`config.mk`:
```
export PLATFORM = sky130hd
export DESIGN_NAME = param_vending_machine
export DESIGN_NICKNAME = d
export VERILOG_FILES = /design/src/rtl/param_vending_machine.sv
export SDC_FILE = /design/constraint.sdc
export NUM_CORES = 1
export LEC_CHECK = 0
export ABC_AREA = 1
export ABC_CLOCK_PERIOD_IN_PS = 6100
export CAP_MARGIN = 25
export CORE_AREA = 5 5 42 44
export CTS_BUF_LIST = sky130_fd_sc_hd__clkbuf_8 sky130_fd_sc_hd__clkbuf_16
export CTS_CLUSTER_SIZE = 30
export DETAILED_ROUTE_END_ITERATION = 7
export DIE_AREA = 0 0 47 49
export PLACE_DENSITY_LB_ADDON = 0.15
export SLEW_MARGIN = 15
export SYNTH_ARGS = -nofsm -noshare
export SYNTH_HDL_FRONTEND = slang
export SYNTH_SLANG_ARGS = --single-unit
```
`constraint.sdc`:
```
create_clock -name clk -period 6.1 [get_ports clk]
set_input_delay 1.525 -clock clk [delete_from_list [all_inputs] [get_ports clk]]
set_output_delay 1.525 -clock clk [all_outputs]
set_load 0.05 [all_outputs]
```
`src/rtl/param_vending_machine.sv`:
```
// ============================================================================
// Module   : param_vending_machine
// Purpose  : Credit-accumulating vending controller with refund, serial change
//            and coin rejection; optional inactivity timeout via VM_TIMEOUT_EN.
// Revision : 1.0  initial release
// ============================================================================
`default_nettype none

module param_vending_machine #(
  parameter int PRICE       = 4,
  parameter int COINA_VAL   = 1,
  parameter int COINB_VAL   = 2,
  parameter int CREDIT_W    = 4,
  parameter int TIMEOUT_CYC = 1000,
  parameter int TO_W        = 10
) (
  input  logic                clk,
  input  logic                reset,
  input  logic [1:0]          in,
  input  logic                cancel,
  output logic                vend,
  output logic                change_pulse,
  output logic                coin_reject,
  output logic [CREDIT_W-1:0] credit,
  output logic                busy
);

  localparam logic [CREDIT_W-1:0] C_PRICE = CREDIT_W'(PRICE);
  localparam logic [CREDIT_W-1:0] C_COINA = CREDIT_W'(COINA_VAL);
  localparam logic [CREDIT_W-1:0] C_COINB = CREDIT_W'(COINB_VAL);
  localparam logic [CREDIT_W-1:0] C_ONE   = CREDIT_W'(1);

  typedef enum logic [1:0] {
    S_IDLE   = 2'd0,
    S_ACCUM  = 2'd1,
    S_VEND   = 2'd2,
    S_CHANGE = 2'd3
  } state_t;

  state_t              state;
  logic                coin_valid;
  logic [CREDIT_W-1:0] coin_val;
  logic [CREDIT_W-1:0] sum;
  logic                timeout_hit;

  always_comb begin
    coin_valid = (in == 2'b01) || (in == 2'b10);
    coin_val   = (in == 2'b10) ? C_COINB : C_COINA;
    sum        = credit + coin_val;
  end

`ifdef VM_TIMEOUT_EN
  logic [TO_W-1:0] idle_cnt;

  assign timeout_hit = (idle_cnt == TO_W'(TIMEOUT_CYC - 1));

  // Counts only while idling in ACCUM; any coin, cancel or exit restarts it.
  always_ff @(posedge clk) begin
    if (reset) begin
      idle_cnt <= '0;
    end else if ((state == S_ACCUM) && !coin_valid && !cancel && !timeout_hit) begin
      idle_cnt <= idle_cnt + TO_W'(1);
    end else begin
      idle_cnt <= '0;
    end
  end
`else
  // Constant false; the timeout parameters stay part of the interface.
  assign timeout_hit = (TIMEOUT_CYC < 0) && (TO_W < 0);
`endif

  always_ff @(posedge clk) begin
    if (reset) begin
      state        <= S_IDLE;
      credit       <= '0;
      vend         <= 1'b0;
      change_pulse <= 1'b0;
      coin_reject  <= 1'b0;
      busy         <= 1'b0;
    end else begin
      vend         <= 1'b0;
      change_pulse <= 1'b0;
      coin_reject  <= 1'b0;
      case (state)
        S_IDLE, S_ACCUM: begin
          if (cancel) begin
            coin_reject <= coin_valid;
            if (state == S_ACCUM) begin
              state <= S_CHANGE;
              busy  <= 1'b1;
            end
          end else if (coin_valid) begin
            credit <= sum;
            if (sum >= C_PRICE) begin
              state <= S_VEND;
              busy  <= 1'b1;
            end else begin
              state <= S_ACCUM;
            end
          end else if (timeout_hit && (state == S_ACCUM)) begin
            state <= S_CHANGE;
            busy  <= 1'b1;
          end
        end
        S_VEND: begin
          vend        <= 1'b1;
          coin_reject <= coin_valid;
          credit      <= credit - C_PRICE;
          if (credit != C_PRICE) begin
            state <= S_CHANGE;
          end else begin
            state <= S_IDLE;
            busy  <= 1'b0;
          end
        end
        S_CHANGE: begin
          change_pulse <= 1'b1;
          coin_reject  <= coin_valid;
          credit       <= credit - C_ONE;
          if (credit == C_ONE) begin
            state <= S_IDLE;
            busy  <= 1'b0;
          end
        end
        default: begin
          state <= S_IDLE;
          busy  <= 1'b0;
        end
      endcase
    end
  end

endmodule

`default_nettype wire

```
==> reports/results.txt, run 1 <==
RSZ-0062 raised after global routing: no
Clock Path Buffers: 2
drc violations: 0
clock transition at the registers of the reported paths: 0.05 ns
IO Pins: 13
share of cells above drive strength 1: 12.8%
Worst slew margin: 66.7%
post-DP HPWL: 1.19 mm
NetSw: 253 uW
Post-CTS Resized: 0
switching power share of the total: 50.0%
Comb pwr share: 58.8%
Hold WS: 0.471 ns
RR Endpoint: busy
Clock Skews: 0.00636 ns
footprint of the multi-input gates: 425 sq um
total negative slack: 0 ns
number of global-route vias before repair: 612
Fillers: 125
Rows: 14
gr ovfl total: 0
most frequent cells in the layout: 22 x nand2_1, 12 x clkdlybuf4s50_1, 11 x inv_1, 10 x dfxtp_1, 9 x nand3_1
Synth cell types: 24
Worst Tran Pin Value: 0.498 ns
Yosys reg bits: 10
final setup margin: 2.70 ns
final std cells w/o fill: 125
pin count of the biggest net entering global routing: 10
WS Path Type: primary input to flip-flop
H-tree levels: 1
r2r setup slk: 4.36 ns
Critical Path Start: in[0]
Pre-Repair DR Iteration Count: 4
postcts setup bufs: 0
CTS tree: done
via count: 658
Placement Setup Slack: 2.46 ns
clock network fraction of total power: 17.2%
Initial Util: 48.7%
critical path arrival: 3.58 ns
cell area after synthesis: 682 sq um
Reg2Reg Launch Point: credit[0]
Die X: 47 microns
Setup crit end kind: flip-flop
diode count: 0
Post-synth EDFFs: 0
Post-Place Cells: 121
f_max: 294 MHz
Die ar.: 2300 sq um
Total Power: 507 uW
routed len/inst: 12.2 microns
Die Ht: 49 microns
gr usage total: 15.9%
Worst-Skew Late Latency: 0.25 ns
layout net count: 123
initial DRC count: 22
min-delay worst type: flip-flop to flip-flop
TritonCTS buffer count: 3
Seq pwr share: 24.0%
Seq/Total Area, Yosys: 29.4%
Core Footprint: 1400 sq um
syn nets: 107
final hold viol count: 0
Tmin final: 3.40 ns
clk sinks: 10
vias per inst: 5.26
port bufs: 12
max-cap violations: 0
Power Density: 581 nW/um^2
Routed WL: 1.53 mm
Root Driver: clkbuf_8
CP Launch Type: primary input
cell-internal power: 253 uW
Area Growth Syn to Fin: 27.9%
commonest non-fill, non-tap cell in the layout: nand2_1
antenna violations before repair: 0
register area: 200 sq um
Mapped Cells: 94
crit path to: busy
setup violators final: 0
Final Slew Violations: 0
crit path max fanout: 4
LEAKAGE: 0.000384 uW
CP Data Required Time: 6.28 ns
hold buffer count at CTS: 0
status: finished, final reports clean
post-route clock period utilization: 55.7%
gpl congestion: 0.866
Synth async-reset ratio: 0%
Final ANT Viol Nets: 0
r2r worst-path depth: 8
Post-synth top flop: dfxtp_1
yosys synthesis warning count: 0
maximum VDD drop: 315 uV
first-pass GRT wire length: 2.66 mm
Mapped Avg Cell Area: 7.25 sq um
Yosys cell counts, types with 2 or more instances:
| cell type | n | area share, % |
|---|---|---|
| o21ai_0 | 6 | 4.4 |
| inv_1 | 11 | 6.1 |
| ha_1 | 7 | 13 |
| a21oi_1 | 7 | 5.1 |
| dfxtp_1 | 10 | 29 |
| nand3_1 | 9 | 6.6 |
| nand2_1 | 22 | 12 |
| a31oi_1 | 2 | 1.8 |
| nand2_2 | 2 | 1.8 |
| nor2_1 | 4 | 2.2 |
how the worst min path moves through the flow:
| stage | start | to | slack [ns] | cells past startpoint |
|---|---|---|---|---|
| floorplan | state[0] | state[0] | 0.48 | 2 |
| global placement | busy | busy | 0.46 | 2 |
| detailed placement | busy | busy | 0.47 | 2 |
| CTS | busy | busy | 0.47 | 2 |
| global route | busy | busy | 0.49 | 2 |
| finish | busy | busy | 0.47 | 2 |
final cells by class:
cell class / count / area share (%)
Timing Repair Buffer: 12 / 13.8
Multi-Input combinational cell: 70 / 48.8
Clock buffer: 4 / 6.31
Tap cell: 16 / 2.30
Sequential cell: 10 / 23.0
Inverter: 13 / 5.88
flip-flops by register name, indices dropped and copies added, names as in the netlist:
signal,flops
busy,1
vend,1
credit,4
change_pulse,1
coin_reject,1
state,2
metal layers:
metal  part of all wire, %  vias to the layer above  GRT usage [%]  wire length (microns)
met2                    44                       18           22.4                    681
li1                      -                      338              -                      -
met3                   5.5                        5           3.69                     84
met5                     0                        -              0                      0
met4                   2.9                        0           9.68                     44
met1                    47                      297           21.2                    720
power groups by stage:
| stage | clock, uW | combinational (uW) | sequential, uW |
|---|---|---|---|
| floorplan | 0 | 171 | 172 |
| global placement | 0 | 294 | 122 |
| detailed placement | 0 | 296 | 124 |
| CTS | 87.6 | 299 | 122 |
| global route | 92.9 | 334 | 127 |
| finish | 86.9 | 298 | 122 |
worst max-delay path: stages:
cell             delay (ns)
clkdlybuf4s50_1        0.45
inv_1                  0.04
ha_1                   0.20
inv_1                  0.09
ha_1                   0.19
inv_1                  0.06
fa_1                   0.40
xor2_2                 0.26
nand3_2                0.11
nand3_1                0.08
nand2_1                0.06
a21oi_2                0.11
cell families after synthesis:
kind of cell	after synthesis	synth area share, %
flip-flops	10	29.4
XOR/XNOR	1	2.39
adder cells (fa/ha/maj)	8	15.8
buffers and inverters	14	8.26
AO/OA/AOI/OAI	20	16.7
AND/OR/NAND/NOR	41	27.5
per-stage QoR:
| stage | utilization (%) | instance area, sq um |
|---|---|---|
| 2_1_floorplan | - | 682 |
| 3_3_place_gp | 58.3 | 817 |
| 3_5_place_dp | 58.3 | 817 |
| 4_1_cts | 62.2 | 872 |
| 5_1_grt | 62.2 | 872 |
| 6_report | 62.2 | 872 |
No activity file was read; power rests on OpenSTA's default activity.
==> run 2, diff against run 1 <==
--- a/config.mk
+++ b/config.mk
@@ -6,13 +6,13 @@
 export NUM_CORES = 1
 export LEC_CHECK = 0
 export ABC_AREA = 1
-export ABC_CLOCK_PERIOD_IN_PS = 6100
+export ABC_CLOCK_PERIOD_IN_PS = 3200
 export CAP_MARGIN = 25
-export CORE_AREA = 5 5 42 44
+export CORE_MARGIN = 5
+export CORE_UTILIZATION = 49
 export CTS_BUF_LIST = sky130_fd_sc_hd__clkbuf_8 sky130_fd_sc_hd__clkbuf_16
 export CTS_CLUSTER_SIZE = 30
 export DETAILED_ROUTE_END_ITERATION = 7
-export DIE_AREA = 0 0 47 49
 export PLACE_DENSITY_LB_ADDON = 0.15
 export SLEW_MARGIN = 15
 export SYNTH_ARGS = -nofsm -noshare
==> constraint.sdc (replaced) <==
create_clock -name clk -period 3.2 [get_ports clk]
set_input_delay 0.8 -clock clk [delete_from_list [all_inputs] [get_ports clk]]
set_output_delay 0.8 -clock clk [all_outputs]
set_load 0.05 [all_outputs]
==> reports/results.txt, run 2 (synthesis gave the netlist of run 1 again) <==
first-pass GRT wire length: 2.76 mm (+3.6%)
layout net count: 123 (unchanged)
Die X: 47.3 microns (+0.65%)
Setup crit end kind: flip-flop
routed len/inst: 13.0 microns (+5.8%)
crit path max fanout: 4 (unchanged)
switching power share of the total: 50.4% (+0.40 points)
postcts setup bufs: 0 (unchanged)
clk sinks: 10 (unchanged)
critical path arrival: 2.86 ns (-0.72 ns)
cell-internal power: 484 uW (+91%)
clock network fraction of total power: 16.8% (-0.4 points)
gpl congestion: 0.839 (-3.2%)
Fillers: 109 (-13%)
Core Footprint: 1300 sq um (-7.1%)
Worst slew margin: 66.6% (-0.11 points)
Rows: 13 (-1)
share of cells above drive strength 1: 12.8% (unchanged)
final hold viol count: 0 (unchanged)
drc violations: 0 (unchanged)
port bufs: 12 (unchanged)
Routed WL: 1.61 mm (+5.0%)
TritonCTS buffer count: 3 (unchanged)
RSZ-0062 raised after global routing: no
Area Growth Syn to Fin: 27.7%
Total Power: 976 uW (+93%)
Post-CTS Resized: 0 (unchanged)
pin count of the biggest net entering global routing: 10 (unchanged)
vias per inst: 5.52 (+4.9%)
post-DP HPWL: 1.18 mm (-1.1%)
commonest non-fill, non-tap cell in the layout: nand2_1
Final ANT Viol Nets: 0 (unchanged)
CP Data Required Time: 3.37 ns (-2.91 ns)
fin area: 871 sq um (-0.14%)
most frequent cells in the layout: 22 x nand2_1, 12 x clkdlybuf4s50_1, 11 x inv_1, 10 x dfxtp_1, 9 x nand3_1
Clock Path Buffers: 2 (unchanged)
H-tree levels: 1 (unchanged)
Die Ht: 47.3 microns (-3.5%)
antenna violations before repair: 0 (unchanged)
Final Slew Violations: 0 (unchanged)
CTS tree: done
largest reg by FF count: credit
f_max: 372 MHz
WS Path Type: primary input to flip-flop
Die ar.: 2240 sq um (-2.8%)
gr ovfl total: 0 (unchanged)
clock transition at the registers of the reported paths: 0.05 ns (about the same)
number of global-route vias before repair: 643 (+5.1%)
gr usage total: 17.5% (+1.6 points)
register area: 200 sq um (unchanged)
Initial Util: 52.4% (+3.7 points)
post-layout util: 66.9% (+4.7 points)
Comb pwr share: 59.3% (+0.5 points)
setup violators final: 0 (unchanged)
status: finished, final reports clean
maximum VDD drop: 574 uV (+82%)
Worst Tran Pin Value: 0.500 ns (+0.00162 ns)
Pre-Repair DR Iteration Count: 4 (unchanged)
via count: 685 (+4.1%)
footprint of the multi-input gates: 425 sq um (unchanged)
post-route clock period utilization: 84.0%
hold buffer count at CTS: 0 (unchanged)
Power Density: 1120 nW/um^2 (+93%)
max-cap violations: 0 (unchanged)
max reg flops: 4 (unchanged)
IO Pins: 13 (unchanged)
CP Launch Type: primary input
Root Driver: clkbuf_8
LEAKAGE: 0.000384 uW (unchanged)
Regs by FF count: credit x4, state x2
NetSw: 492 uW (+94%)
min-delay worst type: flip-flop to flip-flop
initial DRC count: 13 (-41%)
total negative slack: 0 ns (unchanged)
DP Area: 816 sq um (-0.15%)
Tmin final: 2.69 ns
diode count: 0 (unchanged)
Clock Skews: 0.00643 ns (+0.0000727 ns)
Worst-Skew Late Latency: 0.24 ns (about the same)
Seq pwr share: 23.9% (about the same)
[run 2: cell counts in the layout (fill, tap and decap cells not counted)]
Identical to the previous run, type by type.
[run 2: path summary, 6_finish.rpt]
check,slack [ns],end,start,cells after the start
max reg2reg,1.47,busy,credit[0],8
max,0.51,busy,in[0],12
min reg2reg,0.47,busy,busy,2
min,0.47,busy,busy,2
[run 2: power by group through the flow]
stage               Sequential, uW  Clock [uW]  Combinational, uW
finish                         233         164                579
global route                   242         169                643
CTS                            232         162                576
detailed placement             234           0                563
global placement               234           0                557
floorplan                      329           0                326
[run 2: metrics by stage]
stage / instances / hold WS [ns] / setup slack [ns]
after CTS: 124 / 0.474 / 0.494
after global routing: 124 / 0.495 / 0.369
after floorplan: 94 / 0.475 / 0.872
after detailed placement: 120 / 0.467 / 0.256
after global placement: 120 / 0.455 / 0.304
final: 124 / 0.469 / 0.512
[run 2: cell type report]
| type | instances | area share, % |
|---|---|---|
| multi-input combinational | 70 | 48.9 |
| sequential | 10 | 23.0 |
| timing repair buffer | 12 | 13.8 |
| clock buffer | 4 | 6.32 |
| inverter | 13 | 5.89 |
| tap | 15 | 2.16 |
[run 2: worst max-delay path, stage by stage]
cell             delay, ns
clkdlybuf4s50_1       0.45
inv_1                 0.04
ha_1                  0.20
inv_1                 0.10
ha_1                  0.21
inv_1                 0.06
fa_1                  0.41
xor2_2                0.24
nand3_2               0.10
nand3_1               0.07
nand2_1               0.06
a21oi_2               0.11
[run 2: per-layer routing]
layer  vias to the layer above  global-route usage (%)  routed length, microns
met5                         -                       0                       0
met4                         0                    9.39                      42
met3                         7                    4.21                     128
met2                        32                    27.5                     716
met1                       309                    21.8                     720
li1                        337                       -                       -
==> run 3, diff against run 2 <==
--- a/config.mk
+++ b/config.mk
@@ -6,10 +6,10 @@
 export NUM_CORES = 1
 export LEC_CHECK = 0
 export ABC_AREA = 1
-export ABC_CLOCK_PERIOD_IN_PS = 3200
+export ABC_CLOCK_PERIOD_IN_PS = 2200
 export CAP_MARGIN = 25
 export CORE_MARGIN = 5
-export CORE_UTILIZATION = 49
+export CORE_UTILIZATION = 44
 export CTS_BUF_LIST = sky130_fd_sc_hd__clkbuf_8 sky130_fd_sc_hd__clkbuf_16
 export CTS_CLUSTER_SIZE = 30
 export DETAILED_ROUTE_END_ITERATION = 7
==> constraint.sdc (replaced) <==
create_clock -name clk -period 2.2 [get_ports clk]
set_input_delay 0.55 -clock clk [delete_from_list [all_inputs] [get_ports clk]]
set_output_delay 0.55 -clock clk [all_outputs]
set_load 0.05 [all_outputs]
==> reports/results.txt, run 3 (synthesis gave the netlist of run 1 again) <==
clock network fraction of total power: 16.1% (-0.7 points)
CP Data Required Time: 1.65 ns (-1.72 ns)
worst hold path cell count: 2 (unchanged)
Seq pwr share: 23.6% (-0.3 points)
switching power share of the total: 50.1% (-0.33 points)
cell-internal power: 739 uW (+53%)
total negative slack: 0 ns (unchanged)
Die Ht: 49.4 microns (+4.4%)
post-route clock period utilization: 93.2%
NetSw: 741 uW (+51%)
worst path cell trace: clkdlybuf4s50_1
max-cap violations: 0 (unchanged)
most frequent cells in the layout: 21 x nand2_1, 10 x dfxtp_1, 9 x inv_1, 9 x clkdlybuf4s50_1, 8 x nand3_1
status: finished, final reports clean
IO Pins: 13 (unchanged)
Worst-Skew Late Latency: 0.24 ns (about the same)
TritonCTS buffer count: 3 (unchanged)
via count: 684 (-0.15%)
Final Slew Violations: 0 (unchanged)
r2r setup slk: 0.54 ns (-0.93 ns)
drc violations: 0 (unchanged)
WS Path Type: flip-flop to primary output
Routed WL: 1.68 mm (+4.8%)
initial DRC count: 21 (+8)
Clock Skews: 0.00372 ns (-0.00271 ns)
Die ar.: 2440 sq um (+8.9%)
crit path max fanout: 4 (unchanged)
min-delay worst type: flip-flop to flip-flop
first-pass GRT wire length: 3.02 mm (+9.5%)
RSZ-0062 raised after global routing: no
Setup crit end kind: primary output
clk sinks: 10 (unchanged)
hold buffer count at CTS: 0 (unchanged)
diode count: 0 (unchanged)
largest reg by FF count: credit
maximum VDD drop: 757 uV (+32%)
antenna violations before repair: 0 (unchanged)
critical path arrival: 1.50 ns (-1.36 ns)
Pre-Repair DR Iteration Count: 4 (unchanged)
crit path buf inv count: 1 (-3)
Rows: 14 (+1)
commonest non-fill, non-tap cell in the layout: nand2_1
Root Driver: clkbuf_8
post-layout util: 62.7% (-4.2 points)
CTS tree: done
CP Launch Type: flip-flop
setup violators final: 0 (unchanged)
clock transition at the registers of the reported paths: 0.05 ns (about the same)
Clock Path Buffers: 2 (unchanged)
CP max stage delay: 0.84 ns (+0.39 ns)
Tmin final: 2.05 ns
share of cells above drive strength 1: 23.0% (+10 points)
Initial Util: 45.8% (-6.6 points)
LEAKAGE: 0.000412 uW (+7.2%)
Worst slew margin: 66.2% (-0.38 points)
Power Density: 1590 nW/um^2 (+42%)
vias per inst: 5.30 (-4.0%)
number of global-route vias before repair: 670 (+4.2%)
layout net count: 127 (+3.3%)
Final ANT Viol Nets: 0 (unchanged)
port bufs: 12 (unchanged)
H-tree levels: 1 (unchanged)
pin count of the biggest net entering global routing: 10 (unchanged)
final hold viol count: 0 (unchanged)
f_max: 488 MHz
Hold WS: 0.471 ns (+0.00203 ns)
CP top delay family: buffers and inverters
r2r worst-path depth: 8 (unchanged)
Die X: 49.4 microns (+4.4%)
slowest CP cell: clkdlybuf4s50_1
max reg flops: 4 (unchanged)
Core Footprint: 1490 sq um (+14%)
Worst Tran Pin Value: 0.506 ns (+0.00566 ns)
routed len/inst: 13.1 microns (+0.73%)
Comb pwr share: 60.3% (+1.0 points)
Regs by FF count: credit x4, state x2
Stages on worst setup path: 1 (-11)
post-DP HPWL: 1.27 mm (+7.4%)
Area Growth Syn to Fin: 36.9%
gpl congestion: 0.840 (+0.14%)
gr ovfl total: 0 (unchanged)
gr usage total: 16.1% (-1.5 points)
## run 3: power by group through the flow
stage	registers, uW	clock network, uW	logic, uW
after floorplan	478	0	474
after global placement	339	0	831
after detailed placement	340	0	848
final	349	238	893
after global routing	366	256	997
after CTS	349	242	894
## run 3: per-layer routing
| layer | global-route usage (%) | vias up | routed length (microns) |
|---|---|---|---|
| met1 | 19.9 | 305 | 720 |
| met4 | 11.7 | 0 | 46 |
| li1 | - | 345 | - |
| met2 | 23.8 | 28 | 795 |
| met3 | 3.67 | 6 | 122 |
| met5 | 0 | - | 0 |
## run 3: through the flow
stage                     total power, uW  setup slack, ns  instance area [sq um]  cells
after detailed placement             1190           -0.468                    837    124
final                                1480            0.149                    933    129
after global routing                 1620           0.0794                    933    129
after floorplan                       952            0.122                    682     94
after CTS                            1480            0.136                    933    129
after global placement               1170           -0.408                    837    124
## run 3: final cells by class
class                      instances  area (sq um)
tap                               16          20.0
timing repair buffer              16           145
multi-input combinational         70           462
fill                             136           556
inverter                          13          51.3
sequential                        10           200
clock buffer                       4          55.1
## run 3: path summary, 6_finish.rpt
check,to,start
setup reg to reg,busy,credit[0]
hold reg to reg,busy,busy
hold / removal,busy,busy
setup / recovery,credit[0],credit[0]
## run 3: timing repair
action,in CTS,in global routing
setup buffers,1,0
gates resized for setup,11,0
endpoints found under the setup margin,5,0
